### config.mk
export PLATFORM = sky130hd
export DESIGN_NAME = uart_rx
export DESIGN_NICKNAME = d
export VERILOG_FILES = /design/src/rtl/param_pkg.sv /design/src/rtl/uart_rx_sampler.sv /design/src/rtl/uart_rx.sv
export SDC_FILE = /design/constraint.sdc
export NUM_CORES = 1
export LEC_CHECK = 0
export CELL_PAD_IN_SITES_DETAIL_PLACEMENT = 2
export CELL_PAD_IN_SITES_GLOBAL_PLACEMENT = 2
export CORE_MARGIN = 2
export CORE_UTILIZATION = 37
export CTS_CLUSTER_DIAMETER = 30
export DETAILED_ROUTE_END_ITERATION = 16
export PLACE_DENSITY = 0.87
export SLEW_MARGIN = 10
export SYNTH_ARGS = -nofsm -noshare
export SYNTH_HDL_FRONTEND = slang
export SYNTH_SLANG_ARGS = --single-unit
### constraint.sdc
create_clock -name clk -period 2.18 [get_ports clk]
set_input_delay 0.654 -clock clk [delete_from_list [all_inputs] [get_ports clk]]
set_output_delay 0.654 -clock clk [all_outputs]
set_load 0.02 [all_outputs]
### src/rtl/param_pkg.sv
// Shared constants and types for the UART receive path.
// UART_RX_MAJORITY_EN selects 2-of-3 majority bit sampling in uart_rx_sampler.
package param_pkg;

    localparam int DWIDTH   = 6;
    localparam int PRESCALE = 8;

    typedef enum logic [2:0] {
        IDLE,
        START,
        DATA,
        PARITY,
        STOP
    } rx_state_e;

    localparam int FRAME_BITS_NOPAR = 2 + DWIDTH;
    localparam int FRAME_BITS_PAR   = 3 + DWIDTH;

    function automatic int frameCycles(input int dw, input int prescale, input bit parEn);
        return (2 + dw + (parEn ? 1 : 0)) * prescale;
    endfunction

endpackage

### src/rtl/uart_rx_sampler.sv
// Line synchroniser, per-bit edge counter and bit-sample strobes for uart_rx.
// UART_RX_MAJORITY_EN: decide each bit by 2-of-3 majority around the bit centre.
module uart_rx_sampler #(
    parameter int PRESCALE = param_pkg::PRESCALE
) (
    input  logic clk,
    input  logic rst_n,
    input  logic rx_in_i,
    input  logic active_i,
    output logic rx_s_o,
    output logic sample_bit_o,
    output logic sample_stb_o,
    output logic bit_end_stb_o
);

    localparam int CW = $clog2(PRESCALE);
    localparam logic [CW-1:0] SAMPLE_AT = CW'(PRESCALE / 2);
    localparam logic [CW-1:0] END_AT    = CW'(PRESCALE - 1);

    logic [1:0]    sync_q;
    logic [CW-1:0] edge_cnt_q;
    logic [CW-1:0] edge_cnt_d;

    always_ff @(posedge clk or negedge rst_n) begin
        if (!rst_n) begin
            sync_q     <= 2'b11;
            edge_cnt_q <= '0;
        end else begin
            sync_q     <= {sync_q[0], rx_in_i};
            edge_cnt_q <= edge_cnt_d;
        end
    end

    assign rx_s_o = sync_q[1];

    // The counter idles at zero, so the first cycle of a start bit is count 0.
    always_comb begin
        edge_cnt_d = '0;
        if (active_i && edge_cnt_q != END_AT) begin
            edge_cnt_d = edge_cnt_q + 1'b1;
        end
    end

    assign bit_end_stb_o = active_i && (edge_cnt_q == END_AT);

`ifdef UART_RX_MAJORITY_EN
    logic early_q;
    logic mid_q;

    always_ff @(posedge clk or negedge rst_n) begin
        if (!rst_n) begin
            early_q <= 1'b1;
            mid_q   <= 1'b1;
        end else begin
            if (edge_cnt_q == SAMPLE_AT - 1'b1) early_q <= rx_s_o;
            if (edge_cnt_q == SAMPLE_AT)        mid_q   <= rx_s_o;
        end
    end

    assign sample_bit_o = (early_q & mid_q) | (early_q & rx_s_o) | (mid_q & rx_s_o);
    assign sample_stb_o = active_i && (edge_cnt_q == SAMPLE_AT + 1'b1);
`else
    assign sample_bit_o = rx_s_o;
    assign sample_stb_o = active_i && (edge_cnt_q == SAMPLE_AT);
`endif

endmodule

### src/rtl/uart_rx.sv
// UART receiver: start, DWIDTH data bits LSB first, optional parity, one stop bit.
// UART_RX_MAJORITY_EN (in uart_rx_sampler) delays frame-end outputs by one cycle.
module uart_rx #(
    parameter int DWIDTH   = param_pkg::DWIDTH,
    parameter int PRESCALE = param_pkg::PRESCALE
) (
    input  logic              clk,
    input  logic              rst_n,
    input  logic              rx_in,
    input  logic              par_en,
    input  logic              par_typ,
    output logic [DWIDTH-1:0] p_data,
    output logic              data_valid,
    output logic              par_err,
    output logic              stp_err,
    output logic              busy
);

    import param_pkg::*;

    localparam int BW = (DWIDTH > 1) ? $clog2(DWIDTH) : 1;
    localparam logic [BW-1:0] LAST_BIT = BW'(DWIDTH - 1);

    rx_state_e         state_q, state_d;
    logic [DWIDTH-1:0] shift_q, shift_d;
    logic [DWIDTH-1:0] p_data_q, p_data_d;
    logic [BW-1:0]     bit_cnt_q, bit_cnt_d;
    logic              par_en_q, par_en_d;
    logic              par_typ_q, par_typ_d;
    logic              par_bad_q, par_bad_d;
    logic              valid_q, valid_d;
    logic              par_err_q, par_err_d;
    logic              stp_err_q, stp_err_d;
    logic              rx_s, sample_bit, sample_stb, bit_end_stb;

    uart_rx_sampler #(.PRESCALE(PRESCALE)) u_sampler (
        .clk           (clk),
        .rst_n         (rst_n),
        .rx_in_i       (rx_in),
        .active_i      (busy),
        .rx_s_o        (rx_s),
        .sample_bit_o  (sample_bit),
        .sample_stb_o  (sample_stb),
        .bit_end_stb_o (bit_end_stb)
    );

    always_ff @(posedge clk or negedge rst_n) begin
        if (!rst_n) begin
            state_q <= IDLE;
        end else begin
            state_q <= state_d;
        end
    end

    // STOP leaves at its sample point so a following start bit is never missed.
    always_comb begin
        state_d = state_q;
        case (state_q)
            IDLE:    if (!rx_s) state_d = START;
            START: begin
                if (sample_stb && sample_bit) state_d = IDLE;
                else if (bit_end_stb)         state_d = DATA;
            end
            DATA:    if (bit_end_stb && bit_cnt_q == LAST_BIT) state_d = par_en_q ? PARITY : STOP;
            PARITY:  if (bit_end_stb) state_d = STOP;
            STOP:    if (sample_stb) state_d = IDLE;
            default: state_d = IDLE;
        endcase
    end

    always_comb begin
        busy = (state_q != IDLE);
    end

    always_comb begin
        shift_d   = shift_q;
        p_data_d  = p_data_q;
        bit_cnt_d = bit_cnt_q;
        par_en_d  = par_en_q;
        par_typ_d = par_typ_q;
        par_bad_d = par_bad_q;
        valid_d   = 1'b0;
        par_err_d = 1'b0;
        stp_err_d = 1'b0;
        case (state_q)
            IDLE: begin
                if (!rx_s) begin
                    par_en_d  = par_en;
                    par_typ_d = par_typ;
                    bit_cnt_d = '0;
                    par_bad_d = 1'b0;
                end
            end
            DATA: begin
                if (sample_stb) shift_d[bit_cnt_q] = sample_bit;
                if (bit_end_stb && bit_cnt_q != LAST_BIT) bit_cnt_d = bit_cnt_q + 1'b1;
            end
            PARITY: begin
                if (sample_stb && ((^shift_q ^ par_typ_q) != sample_bit)) par_bad_d = 1'b1;
            end
            STOP: begin
                if (sample_stb) begin
                    stp_err_d = !sample_bit;
                    par_err_d = par_bad_q;
                    valid_d   = sample_bit && !par_bad_q;
                    if (sample_bit && !par_bad_q) p_data_d = shift_q;
                end
            end
            default: ;
        endcase
    end

    always_ff @(posedge clk or negedge rst_n) begin
        if (!rst_n) begin
            shift_q   <= '0;
            p_data_q  <= '0;
            bit_cnt_q <= '0;
            par_en_q  <= 1'b0;
            par_typ_q <= 1'b0;
            par_bad_q <= 1'b0;
            valid_q   <= 1'b0;
            par_err_q <= 1'b0;
            stp_err_q <= 1'b0;
        end else begin
            shift_q   <= shift_d;
            p_data_q  <= p_data_d;
            bit_cnt_q <= bit_cnt_d;
            par_en_q  <= par_en_d;
            par_typ_q <= par_typ_d;
            par_bad_q <= par_bad_d;
            valid_q   <= valid_d;
            par_err_q <= par_err_d;
            stp_err_q <= stp_err_d;
        end
    end

    assign p_data     = p_data_q;
    assign data_valid = valid_q;
    assign par_err    = par_err_q;
    assign stp_err    = stp_err_q;

endmodule

=== Word-level counts from Yosys, hierarchy flattened ===
Cells that the tools add are included.

* Add/sub/neg operators: 2
* Order comparisons: 2
* Equal/unequal tests: 17
* Mux-type cells: 24
* Bitwise logic cells: 2
* Reductions and logical operators: 22

{| class="wikitable"
|+ Operators by type and width
! cell !! number
|-
| 3-bit 2-to-1 mux || 10
|-
| 3-bit case mux with 5 select lines || 1
|-
| 3-bit equality test (second input constant) || 4
|-
| 2-bit != test (second input constant) || 6
|-
| 1-bit logical AND || 9
|-
| 1-bit 2-to-1 mux || 9
|-
| 3-bit != test (second input constant) || 3
|-
| 3-bit AND reduction || 3
|-
| 3-bit by 1-bit adder with 3-bit output (second input constant) || 2
|-
| 6-bit bitwise mux || 1
|-
| 3-bit by 2-bit equality test with 1-bit output (second input constant) || 2
|-
| 3-bit case mux with 2 select lines || 1
|-
| 6-bit parity || 1
|-
| 5-bit AND reduction || 1
|-
| 3-bit by 4-bit < comparator with 1-bit output (second input constant) || 1
|-
| 2-bit AND reduction || 2
|-
| 2-bit nonzero test || 2
|-
| 1-bit demux with 3-bit select || 1
|-
| 3-bit by 1-bit equality test with 1-bit output (second input constant) || 1
|-
| 3-bit by 1-bit >= comparator with 1-bit output (second input constant) || 1
|-
| 3-bit zero test || 1
|-
| 3-bit nonzero test || 1
|-
| 1-bit zero test || 2
|-
| 1-bit case mux with 2 select lines || 1
|-
| other kinds (3) || 3
|}

* Bits in registers: 29
* Logic and storage cells: 81

=== Depth between registers and ports, before layout ===
* Depth after elaboration: 6
* Gate-level depth with buffers: 7
* Depth with buffers taken out: 6

=== Modules after synthesis ===
From an unflattened synthesis, not the netlist that was laid out.

* Cells, all modules: 124
* Area total of the unflattened synthesis: 1466.4 sq um

{| class="wikitable"
|+ Modules (own cells, without submodules)
! module !! times used !! cells an instance !! area an instance (sq um) !! sequential area each (sq um)
|-
| uart_rx || 1 || 108 || 1242.4 || 600.6
|-
| uart_rx_sampler || 1 || 16 || 224.0 || 127.6
|}

=== Worst setup path before layout ===
Ideal clock, no wire load.

* Path kind: register -> register
* Start point: reg u_sampler.edge_cnt_q[0]
* End point: reg shift_q[4]
* Library setup time: 125 ps
* Arrival time: 1680 ps
* Setup slack: 375 ps
* Cell stages (with the launch flop): 7
* Path buffers: 0
* Path through: dfrtp_1 inv_1 ha_1 nand2_1 or4_4 nor3b_2 mux2_2

* Longest elaborated chain between the ends: 3

{| class="wikitable"
|+ Ends and longest elaborated chain
! item !! RTL line !! text
|-
| start, declared || uart_rx_sampler.sv:21 || <nowiki>logic [CW-1:0] edge_cnt_q;</nowiki>
|-
| start signal, assigned || uart_rx_sampler.sv:30 || <nowiki>edge_cnt_q <= edge_cnt_d;</nowiki>
|-
| 3-bit equality test || uart_rx_sampler.sv:64 || <nowiki>assign sample_stb_o = active_i && (edge_cnt_q == SAMPLE_AT);</nowiki>
|-
| 1-bit logical AND || uart_rx_sampler.sv:64 ||
|-
| 2-bit AND reduction (no line) || - ||
|-
| end signal, assigned || uart_rx.sv:125 || <nowiki>shift_q <= shift_d;</nowiki>
|-
| end, declared || uart_rx.sv:25 || <nowiki>logic [DWIDTH-1:0] shift_q, shift_d;</nowiki>
|}

Every way passes these cells.
A chain may end at the register's enable or synchronous reset.

=== Worst setup path after layout ===
* Start point: reg u_sampler.edge_cnt_q[0]
* End point: reg shift_q[0]

The elaborated chain is that of the path after synthesis.

==> impl_results.html <==
<table>
<tr><th>Metric</th><th>Value</th></tr>
<tr><th colspan="2">Timing</th></tr>
<tr><td>Clock skew after layout</td><td>3.654 ps</td></tr>
<tr><td>Count of final hold-check violations</td><td>0</td></tr>
<tr><td>Final period demand of the worst path</td><td>2025 ps</td></tr>
<tr><td>Ratio of final minimum period to clock period</td><td>0.9289</td></tr>
<tr><td>Final TNS setup</td><td>0 ps</td></tr>
<tr><td>F_max</td><td>493.8 MHz</td></tr>
<tr><td>Crit path setup slack, layout</td><td>155.0 ps</td></tr>
<tr><td>Setup repair after global routing missed its margin</td><td>no</td></tr>
<tr><td>Worst rel slew slack</td><td>0.7536</td></tr>
<tr><td>Setup violations, final</td><td>0</td></tr>
<tr><td>Max-slew violation count</td><td>0</td></tr>
<tr><td>Slew at the pin closest to its max-slew limit</td><td>369.6 ps</td></tr>
<tr><th colspan="2">Yosys</th></tr>
<tr><td>Prevailing post-synth register cell</td><td>sky130_fd_sc_hd__dfrtp_1</td></tr>
<tr><td>Cells after synthesis</td><td>124</td></tr>
<tr><td>Area share of the largest cell type after synthesis</td><td>0.4779</td></tr>
<tr><td>Async S/R FF share, synth</td><td>1.000</td></tr>
<tr><td>Syn Area/Cell</td><td>11.40 µm²</td></tr>
<tr><td>Cell types occupying the most area after synthesis</td><td>sky130_fd_sc_hd__dfrtp_1 (48%), sky130_fd_sc_hd__mux2_2 (8.0%), sky130_fd_sc_hd__ha_1 (4.4%), sky130_fd_sc_hd__xnor2_1 (4.3%), sky130_fd_sc_hd__dfstp_2 (3.7%)</td></tr>
<tr><td>Netlist Area Pre-Place</td><td>0.001414 mm²</td></tr>
<tr><td>Register bit total from synthesis</td><td>29</td></tr>
<tr><td>Number of synthesized flops with an enable pin</td><td>0</td></tr>
<tr><td>Number of nets in the synthesized netlist</td><td>134</td></tr>
<tr><td>Library cell with the largest summed area after synthesis</td><td>sky130_fd_sc_hd__dfrtp_1</td></tr>
<tr><td>Sequential-to-total area share from yosys stat</td><td>0.5150</td></tr>
<tr><td>YS warnings</td><td>0</td></tr>
<tr><td>Number of different library cells in the post-synthesis netlist</td><td>34</td></tr>
<tr><th colspan="2">Placed design</th></tr>
<tr><td>Port Buf Inserts</td><td>14</td></tr>
<tr><td>Post-placement setup slack</td><td>71.98 ps</td></tr>
<tr><td>Instance count after placement with tap cells included</td><td>185</td></tr>
<tr><td>HPWL after DPL</td><td>2.461 mm</td></tr>
<tr><td>Final GP Congestion</td><td>0.7526</td></tr>
<tr><th colspan="2">Setup path</th></tr>
<tr><td>Critical path, cell by cell</td><td>inv_1 &gt; ha_1 &gt; nand2_1 &gt; or4_4 &gt; nor3_1 &gt; mux2_2</td></tr>
<tr><td>Slowest cell delay on critical path</td><td>530 ps</td></tr>
<tr><td>CP Launch Point</td><td>u_sampler.edge_cnt_q[0]</td></tr>
<tr><td>Slowest stage cell, crit path</td><td>sky130_fd_sc_hd__or4_4</td></tr>
<tr><td>Worst R2R Path Depth</td><td>6</td></tr>
<tr><td>Kind of critical path</td><td>reg -&gt; reg</td></tr>
<tr><td>Capture point of the worst reg-to-reg path</td><td>shift_q[0]</td></tr>
<tr><td>Register-to-register setup slack</td><td>160 ps</td></tr>
<tr><td>Crit path buf inv count</td><td>1</td></tr>
<tr><td>Data arrival time of the critical path</td><td>2190 ps</td></tr>
<tr><td>Max Fanout on Critical Path</td><td>4</td></tr>
<tr><td>Worst Setup End Kind</td><td>flip-flop</td></tr>
<tr><td>Required time of the worst setup path</td><td>2340 ps</td></tr>
<tr><td>Crit Reg-Reg Startpoint</td><td>u_sampler.edge_cnt_q[0]</td></tr>
<tr><td>Type of element launching the critical path</td><td>flip-flop</td></tr>
<tr><td>Cell family with the largest share of critical-path delay</td><td>simple AND/OR/NAND/NOR gates</td></tr>
<tr><th colspan="2">Global routing</th></tr>
<tr><td>Number of antenna violations at the first check in global routing</td><td>0</td></tr>
<tr><td>Vias in the first global route</td><td>1,090</td></tr>
<tr><td>Maximum number of pins on one net before global-route repair</td><td>30</td></tr>
<tr><td>Tot GR Track Use</td><td>0.1795</td></tr>
<tr><td>Grt total ovfl</td><td>0</td></tr>
<tr><td>First-pass GRT wire length</td><td>5.630 mm</td></tr>
<tr><th colspan="2">Routing</th></tr>
<tr><td>Number of vias per cell</td><td>4.969</td></tr>
<tr><td>Met3 Routed Length</td><td>124 µm</td></tr>
<tr><td>Post-detailed-route wirelength per cell</td><td>17.11 µm</td></tr>
<tr><td>Metal1 wirelength</td><td>1.359 mm</td></tr>
<tr><td>Uppermost layer routed</td><td>met4</td></tr>
<tr><td>Remaining routing DRC violations</td><td>0</td></tr>
<tr><td>Post-detailed-route count of antenna-violating nets</td><td>0</td></tr>
<tr><td>Routed wire length</td><td>3.320 mm</td></tr>
<tr><td>Length of the first detailed-routing pass in iterations</td><td>3</td></tr>
<tr><td>Iter 0 DRT Violations</td><td>14</td></tr>
<tr><td>Length of routed met2 wiring</td><td>1.819 mm</td></tr>
<tr><td>Via count</td><td>964</td></tr>
<tr><th colspan="2">Cells and area</th></tr>
<tr><td>Reg area</td><td>728.2 µm²</td></tr>
<tr><td>Number of standard cells in the layout, taps in and fillers out</td><td>194</td></tr>
<tr><td>Synth-to-layout area growth</td><td>22.48%</td></tr>
<tr><td>Post-layout net count</td><td>155</td></tr>
<tr><td>Leading cell types in the layout, fill and taps excluded</td><td>sky130_fd_sc_hd__dfrtp_1 (27), sky130_fd_sc_hd__clkdlybuf4s50_1 (13), sky130_fd_sc_hd__nand2_1 (10), sky130_fd_sc_hd__mux2_2 (10)</td></tr>
<tr><td>Count of antenna diodes in the layout</td><td>0</td></tr>
<tr><td>Area of the multi-input gates</td><td>616.8 µm²</td></tr>
<tr><td>Most common cell after layout, fill and taps aside</td><td>sky130_fd_sc_hd__dfrtp_1</td></tr>
<tr><td>Share of the core filled with cells in the final layout</td><td>0.4730</td></tr>
<tr><td>Fill cells</td><td>367</td></tr>
<tr><td>Fraction of final layout cells sized beyond drive strength 1</td><td>0.2192</td></tr>
<tr><th colspan="2">Floorplan</th></tr>
<tr><td>Total die area</td><td>0.004332 mm²</td></tr>
<tr><td>Effective utilization at floorplan</td><td>0.3862</td></tr>
<tr><td>Chip height</td><td>65.82 µm</td></tr>
<tr><td>X dimension of the die</td><td>65.82 µm</td></tr>
<tr><td>Placement row count</td><td>22</td></tr>
<tr><td>Boundary pin count</td><td>15</td></tr>
<tr><td>Core area</td><td>0.003661 mm²</td></tr>
<tr><th colspan="2">CTS</th></tr>
<tr><td>Clock tree from TritonCTS</td><td>done</td></tr>
<tr><td>Number of sinks on the clock net</td><td>29</td></tr>
<tr><td>Clock buffers created by TritonCTS</td><td>5</td></tr>
<tr><td>H-Tree Depth</td><td>2</td></tr>
<tr><td>Longest Clk Path Bufs</td><td>2</td></tr>
<tr><td>Clock slew seen by the registers of the worst setup and hold paths</td><td>60 ps</td></tr>
<tr><td>Cell at the root of the clock tree</td><td>sky130_fd_sc_hd__clkbuf_8</td></tr>
<tr><td>Clock latency of the later-clocked register in the worst-skew pair</td><td>280 ps</td></tr>
<tr><td>Count of hold buffers inserted by post-cts repair</td><td>0</td></tr>
<tr><th colspan="2">Flow run</th></tr>
<tr><td># Max-Cap Violations</td><td>0</td></tr>
<tr><th colspan="2">Worst hold path</th></tr>
<tr><td>Beginning of the worst hold path</td><td>u_sampler.sync_q[0]</td></tr>
<tr><td>Number of instances on the worst hold path</td><td>0</td></tr>
<tr><td>Hold-critical path endpoint</td><td>u_sampler.sync_q[1]</td></tr>
<tr><td>Hold Path Class</td><td>reg -&gt; reg</td></tr>
<tr><th colspan="2">Power</th></tr>
<tr><td>Peak supply drop</td><td>0.0006739 V</td></tr>
<tr><td>Total Power Consumption</td><td>1.733 mW</td></tr>
<tr><td>Power density over cell area</td><td>1001 mW/mm²</td></tr>
<tr><td>Static leakage</td><td>0.7819 nW</td></tr>
<tr><th colspan="2">Outcome</th></tr>
<tr><td>Result of the run</td><td>finished, final reports clean</td></tr>
</table>
==> worst max-delay path by stage <==
stage	to	slack [ps]	cells past startpoint
finish	shift_q[0]	160	6
global route	shift_q[0]	40	6
CTS	p_data[4]	70	6
detailed placement	p_data[1]	70	6
global placement	p_data[1]	290	6
floorplan	shift_q[4]	380	6
==> flip-flops by register name, summed over array words and instances (netlist names) <==
signal	flops
par_err	1
shift_q	6
stp_err	1
u_sampler.edge_cnt_q	3
par_en_q	1
data_valid	1
p_data	6
par_typ_q	1
u_sampler.sync_q	2
bit_cnt_q	3
state_q	3
par_bad_q	1
==> area by class of cell <==
cell class,instances,share of cell area
tap,48,0.03468
timing repair buffer,20,0.1062
inverter,7,0.01517
clock buffer,7,0.04986
clock inverter,1,0.01734
multi-input combinational,82,0.3562
sequential,29,0.4205
==> per-layer routing <==
metal  up-vias  GRT usage
met5         -          0
met4         0    0.06250
met3         2    0.04600
met2        18     0.3207
met1       482     0.2061
li1        462          -
==> power breakdown <==
part	leakage, nW	internal, mW	switching (mW)
sequential	0.386	0.621	0.0632
combinational	0.337	0.210	0.269
clock	0.0585	0.372	0.197
total	0.782	1.20	0.529
==> synth_stat cells (2+ instances only) <==
library cell,n
sky130_fd_sc_hd__clkbuf_1,2
sky130_fd_sc_hd__inv_1,7
sky130_fd_sc_hd__a21oi_1,2
sky130_fd_sc_hd__ha_1,5
sky130_fd_sc_hd__buf_6,2
sky130_fd_sc_hd__nor2_1,8
sky130_fd_sc_hd__nand2_1,10
sky130_fd_sc_hd__nand3b_1,2
sky130_fd_sc_hd__mux2_2,10
sky130_fd_sc_hd__mux2_4,2
sky130_fd_sc_hd__and2_1,3
sky130_fd_sc_hd__dfstp_2,2
sky130_fd_sc_hd__or3_1,2
sky130_fd_sc_hd__o21ai_0,5
sky130_fd_sc_hd__xnor2_1,7
sky130_fd_sc_hd__nor3_1,4
sky130_fd_sc_hd__nand3_1,8
sky130_fd_sc_hd__dfrtp_1,27
==> logic make-up after synthesis <==
logic type,Yosys count,share of synthesized area
buffers and inverters,13,0.04868
and+or+nand+nor,45,0.1885
xor gates and xnor gates,7,0.04336
AOI/OAI and AO/OA,13,0.05930
DFF,29,0.5150
muxes,12,0.1009
adders and majority gates,5,0.04425
==> worst reg2reg max path, delay by kind of cell, from the launching register on <==
family	cells	cell delay, ps
fa+ha+maj	1	190
simple gates	3	880
buf+inv	1	80
flops	1	400
mux	1	370
==> what timing repair did <==
item                                    in CTS  in global routing
endpoints found under the hold margin        0                  0
pin swaps                                    0                  1
endpoints found under the setup margin       1                  6
buffers inserted                             0                  1
gates resized for setup                      1                  0
==> stage by stage <==
step                area [µm²]  hold WS (ps)
CTS                       1724         361.2
detailed placement        1609         351.2
finish                    1732         357.4
global route              1732         369.1
global placement          1609         346.2
floorplan                 1414         345.2
(Power assumes the default switching activity.)
